$ cat src/rtl/nx_token_arbiter_if.sv
// Handshake bundle between nx_control/nx_mesh and the token arbiter.
// The master drives enable/request/release; the slave (arbiter) drives grant and status.
interface nx_token_arbiter_if #(
    parameter int COLUMNS = 3,
    parameter int CNT_W   = 16
);
    localparam int OW = (COLUMNS > 1) ? $clog2(COLUMNS) : 1;

    logic               enable_i;
    logic [COLUMNS-1:0] token_request_i;
    logic [COLUMNS-1:0] token_release_i;
    logic [COLUMNS-1:0] token_grant_o;
    logic [OW-1:0]      owner_o;
    logic               busy_o;
    logic               timeout_o;
    logic [CNT_W-1:0]   grant_count_o;

    modport master (
        output enable_i, token_request_i, token_release_i,
        input  token_grant_o, owner_o, busy_o, timeout_o, grant_count_o
    );

    modport slave (
        input  enable_i, token_request_i, token_release_i,
        output token_grant_o, owner_o, busy_o, timeout_o, grant_count_o
    );
endinterface

$ cat src/rtl/nx_token_arbiter.sv
// Round-robin arbiter for the single nx_mesh token, with a one-cycle gap
// between owners and an optional hold-timeout that revokes a stuck owner.
module nx_token_arbiter #(
    parameter int COLUMNS  = 3,
    parameter int MAX_HOLD = 256,
    parameter int CNT_W    = 16
) (
    input  logic                 clk_i,
    input  logic                 rst_ni,
    nx_token_arbiter_if.slave    bus
);
    localparam int OW = (COLUMNS > 1) ? $clog2(COLUMNS) : 1;
    localparam int HW = (MAX_HOLD > 1) ? $clog2(MAX_HOLD) : 1;
    localparam logic [HW-1:0] HOLD_LAST = HW'((MAX_HOLD > 0) ? MAX_HOLD - 1 : 0);
    localparam logic [OW-1:0] LAST_COL  = OW'(COLUMNS - 1);

    typedef enum logic [1:0] {IDLE, HELD, GAP} state_t;

    state_t             state_q, state_d;
    logic [COLUMNS-1:0] grant_q, grant_d;
    logic [OW-1:0]      owner_q, owner_d;
    logic [OW-1:0]      ptr_q, ptr_d;
    logic [HW-1:0]      hold_q, hold_d;
    logic [CNT_W-1:0]   count_q, count_d;
    logic               busy_q, busy_d;
    logic               timeout_q, timeout_d;

    logic               found;
    logic [OW-1:0]      win;
    logic [OW-1:0]      cand;

    function automatic logic [OW-1:0] next_col(input logic [OW-1:0] c);
        return (c == LAST_COL) ? '0 : c + 1'b1;
    endfunction

    always_comb begin
        state_d   = state_q;
        grant_d   = grant_q;
        owner_d   = owner_q;
        ptr_d     = ptr_q;
        hold_d    = hold_q;
        count_d   = count_q;
        busy_d    = busy_q;
        timeout_d = 1'b0;

        // Scan from the pointer upward, wrapping, for the first requester.
        found = 1'b0;
        win   = '0;
        cand  = ptr_q;
        for (int i = 0; i < COLUMNS; i++) begin
            if (!found && bus.token_request_i[cand]) begin
                found = 1'b1;
                win   = cand;
            end
            cand = next_col(cand);
        end

        case (state_q)
            IDLE, GAP: begin
                state_d = IDLE;
                grant_d = '0;
                busy_d  = 1'b0;
                if (bus.enable_i && found) begin
                    state_d = HELD;
                    grant_d = COLUMNS'(1) << win;
                    owner_d = win;
                    busy_d  = 1'b1;
                    hold_d  = '0;
                    count_d = count_q + 1'b1;
                end
            end
            HELD: begin
                if (bus.token_release_i[owner_q]) begin
                    state_d = GAP;
                    grant_d = '0;
                    busy_d  = 1'b0;
                    ptr_d   = next_col(owner_q);
                end else if (MAX_HOLD != 0 && hold_q == HOLD_LAST) begin
                    state_d   = GAP;
                    grant_d   = '0;
                    busy_d    = 1'b0;
                    ptr_d     = next_col(owner_q);
                    timeout_d = 1'b1;
                end else begin
                    hold_d = hold_q + 1'b1;
                end
            end
            default: begin
                state_d = IDLE;
                grant_d = '0;
                busy_d  = 1'b0;
            end
        endcase
    end

    always_ff @(posedge clk_i) begin
        if (!rst_ni) begin
            state_q   <= IDLE;
            grant_q   <= '0;
            owner_q   <= '0;
            ptr_q     <= '0;
            hold_q    <= '0;
            count_q   <= '0;
            busy_q    <= 1'b0;
            timeout_q <= 1'b0;
        end else begin
            state_q   <= state_d;
            grant_q   <= grant_d;
            owner_q   <= owner_d;
            ptr_q     <= ptr_d;
            hold_q    <= hold_d;
            count_q   <= count_d;
            busy_q    <= busy_d;
            timeout_q <= timeout_d;
        end
    end

    assign bus.token_grant_o = grant_q;
    assign bus.owner_o       = owner_q;
    assign bus.busy_o        = busy_q;
    assign bus.timeout_o     = timeout_q;
    assign bus.grant_count_o = count_q;
endmodule

$ cat src/flat_wrapper.sv
// flat-port wrapper written by rule: the top's interface ports become plain ports
module nx_token_arbiter_flat 
#(
    parameter int COLUMNS  = 3,
    parameter int MAX_HOLD = 256,
    parameter int CNT_W    = 16
)
  (clk_i, rst_ni, bus_enable_i, bus_token_request_i, bus_token_release_i, bus_token_grant_o, bus_owner_o, bus_busy_o, bus_timeout_o, bus_grant_count_o);
  nx_token_arbiter_if #(.COLUMNS(COLUMNS), .CNT_W(CNT_W)) bus_i ();
  input  logic clk_i;
  input  logic rst_ni;
  input wire logic [$bits(bus_i.enable_i)-1:0] bus_enable_i;
  input wire logic [$bits(bus_i.token_request_i)-1:0] bus_token_request_i;
  input wire logic [$bits(bus_i.token_release_i)-1:0] bus_token_release_i;
  output wire logic [$bits(bus_i.token_grant_o)-1:0] bus_token_grant_o;
  output wire logic [$bits(bus_i.owner_o)-1:0] bus_owner_o;
  output wire logic [$bits(bus_i.busy_o)-1:0] bus_busy_o;
  output wire logic [$bits(bus_i.timeout_o)-1:0] bus_timeout_o;
  output wire logic [$bits(bus_i.grant_count_o)-1:0] bus_grant_count_o;
  assign bus_i.enable_i = bus_enable_i;
  assign bus_i.token_request_i = bus_token_request_i;
  assign bus_i.token_release_i = bus_token_release_i;
  assign bus_token_grant_o = bus_i.token_grant_o;
  assign bus_owner_o = bus_i.owner_o;
  assign bus_busy_o = bus_i.busy_o;
  assign bus_timeout_o = bus_i.timeout_o;
  assign bus_grant_count_o = bus_i.grant_count_o;
  nx_token_arbiter #(.COLUMNS(COLUMNS), .MAX_HOLD(MAX_HOLD), .CNT_W(CNT_W)) u_core (.clk_i(clk_i), .rst_ni(rst_ni), .bus(bus_i));
endmodule
$ cat config.mk
export PLATFORM = sky130hd
export DESIGN_NAME = nx_token_arbiter_flat
export DESIGN_NICKNAME = d
export VERILOG_FILES = /design/src/rtl/nx_token_arbiter_if.sv /design/src/rtl/nx_token_arbiter.sv /design/src/flat_wrapper.sv
export SDC_FILE = /design/constraint.sdc
export NUM_CORES = 1
export LEC_CHECK = 0
export ABC_CLOCK_PERIOD_IN_PS = 2600
export BUFFER_PORTS_ARGS = -buffer_cell sky130_fd_sc_hd__buf_2
export CAP_MARGIN = 10
export CELL_PAD_IN_SITES_DETAIL_PLACEMENT = 1
export CELL_PAD_IN_SITES_GLOBAL_PLACEMENT = 2
export CORE_MARGIN = 2
export CORE_UTILIZATION = 35
export DETAILED_ROUTE_END_ITERATION = 16
export GPL_ROUTABILITY_DRIVEN = 0
export GPL_TIMING_DRIVEN = 0
export PLACE_DENSITY = 0.92
export SYNTH_ARGS = -nofsm -noshare
export SYNTH_HDL_FRONTEND = slang
export SYNTH_SLANG_ARGS = --single-unit
export TNS_END_PERCENT = 50
$ cat constraint.sdc
create_clock -name clk_i -period 2.6 [get_ports clk_i]
set_input_delay 0.78 -clock clk_i [delete_from_list [all_inputs] [get_ports clk_i]]
set_output_delay 0.78 -clock clk_i [all_outputs]
set_load 0.01 [all_outputs]
==> results.ini, run 1 <==
[status]
status=completed

[worst_setup_path]
cp_max_fo=10
start_kind=input pin
cp-end-kind=flip-flop
required_ns=2.82
critical_path_arrival_ns=2.12
path_class=input pin to flip-flop

[clocking]
post_cts_resized=0
cts_setup_buffers=0
clkSinkCount=34
clock_path_buffers=2
cts_root_buffer=clkbuf_8
clk_latency_ns=0.29
cts_max_level=2
cts_hold_buf=0
path_clk_slew_ns=0.07
cts_tree=yes
cts_buffers=5

[global_route]
grt_overflow=0
grt_pass1_wl_microns=7100
grt_pass1_vias=1528
grt_max_degree=11
grt_usage_pct=17.5
antenna_found_initial=0

[synth]
yosysWarnings=0
syn_area_sq_um=1640
synthFlopType=dfxtp_1
ys_ff_latch=34
postSynthCellCount=185
synth_edf_count=0
seq_area_frac_synth_pct=41.5
syn_nets=196
avgSynthCellArea_sq_um=8.87
async_flop_share_pct=0
yosysUniqueCellTypes=41

[pwr]
p_per_area_nw_per_um2=538
finalPower_w=0.00105
peakVddDrop_mv=0.262
power.leakage_nw=0.738

[layout]
final_nets=233
fill_cells=558
area_delta_synth_final_pct=18.7
antennaDiodeCount=0
layout-drive-gt1-share_pct=20.6
stdcell_area_sq_um=1950

[routing]
wl_microns=4160
antenna_left=0
remaining_drc_errors=0
drt-pass1-iter-count=4
vias_per_cell=5.63
dr_total_vias=1547
dr.first_iter.drc_count=87
wl_per_cell_microns=15.1

[placed_design]
dp_hpwl_microns=3050
place_area_sq_um=1860
io_buffers=30

[run]
drv_cap=0

[floorplan]
dieArea_sq_um=5250
die_h_microns=72.5
start_util_pct=36.9
top_level_ports=32
core.rowCount=24
die_w_microns=72.5
core_sq_um=4440

[sta]
finClkSkew_ns=0.00483
finalHoldViolCount=0
post-route-period-util_pct=72.8
grt_setup_unrepaired=false
tns_ns=0
relSlewSlack_pct=61.6
drv_slew=0
fmax_mhz=529
period_minus_slack_ns=1.89
finalSetupViolations=0
tightest_slew_ns=0.576

[hold_path]
hold_class=flip-flop to flip-flop

==> through the flow <==
stage / instances / setup slack, ns / hold WS [ns] / utilization (%)
after detailed placement: 267 / 0.402 / 0.465 / 41.8
final: 275 / 0.708 / 0.469 / 43.8
after global placement: 267 / 0.399 / 0.461 / 41.8
after CTS: 275 / 0.700 / 0.476 / 43.8
after global routing: 275 / 0.560 / 0.495 / 43.8
after floorplan: 185 / 0.664 / 0.446 / -
==> Yosys cell counts, types with 2 or more instances <==
master	number	area (sq um)
nand3b_1	2	15.0
nor2b_1	4	25.0
dfxtp_1	34	681
and4_1	3	26.3
or3_1	10	62.6
o2111ai_1	4	35.0
o21ai_0	14	70.1
nand3_1	10	50.1
and2_1	4	25.0
a21oi_1	20	100
o211ai_1	5	37.5
nand4_1	4	25.0
nor2_1	11	41.3
mux2i_1	4	40.0
o31ai_1	4	30.0
nor3_1	2	10.0
ha_1	2	25.0
inv_1	2	7.51
clkbuf_1	3	11.3
nand2b_1	2	12.5
or4_1	5	37.5
nand2_1	10	37.5
xor2_1	6	52.6
buf_2	3	15.0
==> cells by family after synthesis <==
group	Yosys count	share of synthesized area, %
AO/OA/AOI/OAI	59	25.0
flip-flops	34	41.5
adder cells (fa/ha/maj)	2	1.53
buffers and inverters	9	2.29
multiplexers	4	2.44
AND/OR/NAND/NOR	71	24.0
XOR/XNOR	6	3.20
==> critical path, cell delays in order <==
cell	delay, ns
buf_2	0.09
nor2b_1	0.12
buf_2	0.24
o2111ai_4	0.22
or4_1	0.52
a21oi_1	0.15
==> area by class of cell <==
cell class | count | area (sq um) | share of cell area [%]
Buffer | 6 | 26.3 | 1.35
Clock buffer | 7 | 86.3 | 4.43
Clock inverter | 1 | 5.00 | 0.257
Inverter | 3 | 11.3 | 0.578
Multi-Input combinational cell | 142 | 922 | 47.4
Sequential cell | 34 | 681 | 35.0
Tap cell | 52 | 65.1 | 3.34
Timing Repair Buffer | 30 | 150 | 7.71
==> path summary, 6_finish.rpt <==
| kind | from | end | slack, ns | depth (start not counted) |
|---|---|---|---|---|
| worst max-delay path | bus_enable_i | u_core.bus.grant_count_o[15] | 0.71 | 6 |
| worst min-delay path | u_core.bus.token_grant_o[2] | u_core.bus.token_grant_o[2] | 0.47 | 2 |
| worst max register to register | u_core.bus.owner_o[0] | u_core.hold_q[2] | 0.74 | 5 |
| worst min register to register | u_core.bus.token_grant_o[2] | u_core.bus.token_grant_o[2] | 0.47 | 2 |
==> flip-flops by register name, indices dropped and copies added, names as in the netlist <==
register / count
u_core.state_q: 1
u_core.hold_q: 8
u_core.bus.token_grant_o: 3
u_core.ptr_q: 2
u_core.bus.timeout_o: 1
u_core.bus.busy_o: 1
u_core.bus.grant_count_o: 16
u_core.bus.owner_o: 2
==> placed cells by master, fill, tap and decap left out, types with 2 or more instances in the layout <==
master	netlist	final
a21oi_1	20	20
and2_1	4	4
and4_1	3	3
buf_2	3	33
clkbuf_1	3	4
clkbuf_8	0	6
dfxtp_1	34	34
ha_1	2	2
inv_1	2	2
mux2i_1	4	4
nand2_1	10	10
nand2b_1	2	2
nand3_1	10	10
nand3b_1	2	2
nand4_1	4	4
nor2_1	11	11
nor2b_1	4	4
nor3_1	2	2
o2111ai_1	4	4
o211ai_1	5	5
o21ai_0	14	14
o31ai_1	4	4
or3_1	10	10
or4_1	5	5
xor2_1	6	6
==> routing by layer <==
metal,global-route usage [%],share of wire [%]
met1,20.8,45
met2,30.2,48
met3,4.58,5.3
met4,6.79,1.5
met5,0,0
==> where the power goes <==
part,switching [W],internal [W]
registers,0.0000122,0.000531
logic,0.0000560,0.0000346
clock network,0.000200,0.000214
Note: power is estimated with default switching activity, not from simulation.
==> inputs of run 2 (changes only) <==
Settings changed: ABC_CLOCK_PERIOD_IN_PS 2600 to 1650, CORE_UTILIZATION 35 to 29, PLACE_DENSITY 0.92 to 0.83.
Clock period 2.6 ns to 1.65 ns, I/O delays scaled along.
==> run 2 against run 1 <==
Sequential share of layout area fell by 2.9 points; critical path type is now flip-flop to flip-flop; highest routed layer unchanged; core utilization fell by 4.4 points; global-route usage fell by 2.8 points; critical endpoint unchanged; largest cell class unchanged; sequential cell count did not move.
==> results.ini, run 2 (same netlist as run 1, synthesis figures left out) <==
[hold_path]
hold_class=flip-flop to flip-flop
holdPathEnd=u_core.bus.token_grant_o[2]
hold_start=u_core.bus.token_grant_o[2]
hold_depth=2  ; unchanged

[pwr]
power.leakage_nw=0.813  ; +10%
finalPower_w=0.00180  ; +72%
comb_power_share_pct=10.3  ; +1.7 points
seqPwrFrac_pct=47.5  ; -4.4 points
power_switching_share_pct=24.2  ; -1.4 points
clkPwrFrac_pct=42.2  ; +2.7 points
p_switching_w=0.000436  ; +63%
peakVddDrop_mv=0.544  ; +110%
p_per_area_nw_per_um2=834  ; +55%
p_int_w=0.00136  ; +75%

[clocking]
cts_root_buffer=clkbuf_8
clk_latency_ns=0.29  ; about the same
path_clk_slew_ns=0.08  ; about the same
clock_path_buffers=2  ; unchanged
cts_tree=yes
cts_buffers=5  ; unchanged
clkSinkCount=34  ; unchanged
cts_max_level=2  ; unchanged

[sta]
period_minus_slack_ns=1.62
finalHoldViolCount=0  ; unchanged
drv_slew=0  ; unchanged
tightest_slew_ns=0.593  ; +0.0165 ns
fmax_mhz=617
post-route-period-util_pct=98.2
finalSetupViolations=0  ; unchanged
grt_setup_unrepaired=true
finClkSkew_ns=0.00951  ; +0.00468 ns
timing.hold.ws_ns=0.467  ; -0.00246 ns
final.setup.worst_slack_ns=0.0291  ; -0.679 ns
relSlewSlack_pct=60.5  ; -1.1 points

[worst_setup_path]
r2r_setup_slack_ns=0.03  ; -0.71 ns
cp-end-kind=flip-flop
critical_path_arrival_ns=1.83  ; -0.29 ns
reg2reg_from=u_core.bus.grant_count_o[3]
cp_max_fo=10  ; unchanged
slowest_stage=or4_1
required_ns=1.86  ; -0.96 ns
start_kind=flip-flop
path_class=flip-flop to flip-flop
cp_top_family=simple AND/OR/NAND/NOR gates
reg2regPathDepth=4  ; -1
max_stage_delay_ns=0.52  ; about the same
r2r-end=u_core.bus.grant_count_o[15]
path_cells=and4_4, o2111ai_4, or4_1, a21oi_1
critPathBufInv=0  ; -2

[floorplan]
core.rowCount=27  ; +13%
top_level_ports=32  ; unchanged
die_w_microns=79.2  ; +9.3%
core_sq_um=5470  ; +23%
dieArea_sq_um=6270  ; +19%
start_util_pct=30.0  ; -6.9 points
die_h_microns=79.2  ; +9.3%

[placed_design]
dp_slack_ns=-0.305  ; -0.707 ns
io_buffers=30  ; unchanged
dp_hpwl_microns=3090  ; +1.5%

[layout]
mostFrequentLayoutCells=31 x buf_2, 27 x dfxtp_1, 19 x a21oi_1
area_delta_synth_final_pct=31.6
final_common_cell=buf_2
layout-drive-gt1-share_pct=31.9  ; +11 points
fill_cells=677  ; +21%
antennaDiodeCount=0  ; unchanged
final_nets=242  ; +3.9%
largest_reg_flops=16  ; unchanged

[global_route]
grt_max_degree=12  ; +1
antenna_found_initial=0  ; unchanged
grt_overflow=0  ; unchanged
grt_usage_pct=14.7  ; -2.8 points
grt_pass1_vias=1580  ; +3.4%
grt_pass1_wl_microns=7350  ; +3.5%

[routing]
drt-pass1-iter-count=3  ; -1
dr.first_iter.drc_count=102  ; +17%
antenna_left=0  ; unchanged
dr_total_vias=1570  ; +1.5%
remaining_drc_errors=0  ; unchanged
wl_microns=4450  ; +7.0%
wl_per_cell_microns=14.6  ; -3.2%
vias_per_cell=5.16  ; -8.2%

[status]
status=completed

[run]
drv_cap=0  ; unchanged

[run 2: cell count changes in the layout (fill, tap and decap cells not counted), sizes merged]
cell    change
clkbuf      -2
buf         +9
clkinv      +1
bufinv      +1
[run 2: final cells by class]
type                            count  area (sq um)  area share (%)
Multi-Input combinational cell    142           988            45.8
Sequential cell                    34           692            32.1
Timing Repair Buffer               39           221            10.3
Tap cell                           72          90.1            4.17
Clock buffer                        5          68.8            3.19
Buffer                              6          46.3            2.14
Clock inverter                      3          40.0            1.86
Inverter                            3          11.3           0.522
[run 2: worst max-delay path by stage]
stage | start | end | slack (ns) | depth (start not counted)
2_1_floorplan | bus_enable_i | u_core.bus.grant_count_o[15] | 0.01 | 5
3_3_place_gp | bus_token_request_i[0] | u_core.bus.token_grant_o[0] | -0.29 | 6
3_5_place_dp | bus_token_request_i[0] | u_core.bus.token_grant_o[0] | -0.30 | 6
4_1_cts | u_core.bus.grant_count_o[6] | u_core.bus.grant_count_o[15] | -0.005 | 4
5_1_grt | u_core.bus.busy_o | u_core.bus.grant_count_o[15] | -0.03 | 5
6_report | u_core.bus.grant_count_o[3] | u_core.bus.grant_count_o[15] | 0.03 | 4
[run 2: repair_timing]
action,CTS,global route
pin swaps,3,8
setup buffers,5,4
hold buffers,0,0
setup endpoints to repair,12,17
gates resized for setup,10,21
[run 2: worst min-delay path, cell delays in order, from the launching register on]
cell and delay [ns]:
dfxtp_1 0.31, nand3_1 0.06, a21oi_1 0.06
[run 2: metal layers]
layer | vias up | global-route usage (%) | share of wire (%)
met2 | 20 | 26.1 | 51
met1 | 752 | 17.7 | 46
met5 | - | 0 | 0
li1 | 793 | - | -
met4 | 0 | 3.97 | 0.63
met3 | 5 | 3.41 | 2.6
[run 2: stage by stage]
stage | TNS [ns] | cell area (sq um) | cells | util [%]
6_report | 0 | 2160 | 304 | 39.4
5_1_grt | -0.0302 | 2160 | 304 | 39.4
4_1_cts | -0.00507 | 2060 | 300 | 37.6
3_5_place_dp | -4.89 | 1890 | 287 | 34.5
3_3_place_gp | -4.23 | 1890 | 287 | 34.5
2_1_floorplan | 0 | 1650 | 185 | -
[run 2: power groups by stage]
stage,logic (W),registers [W],clock network [W]
2_1_floorplan,0.0000903,0.000877,0
3_3_place_gp,0.000145,0.000875,0
3_5_place_dp,0.000147,0.000875,0
4_1_cts,0.000165,0.000855,0.000780
5_1_grt,0.000203,0.000858,0.000825
6_report,0.000185,0.000855,0.000759
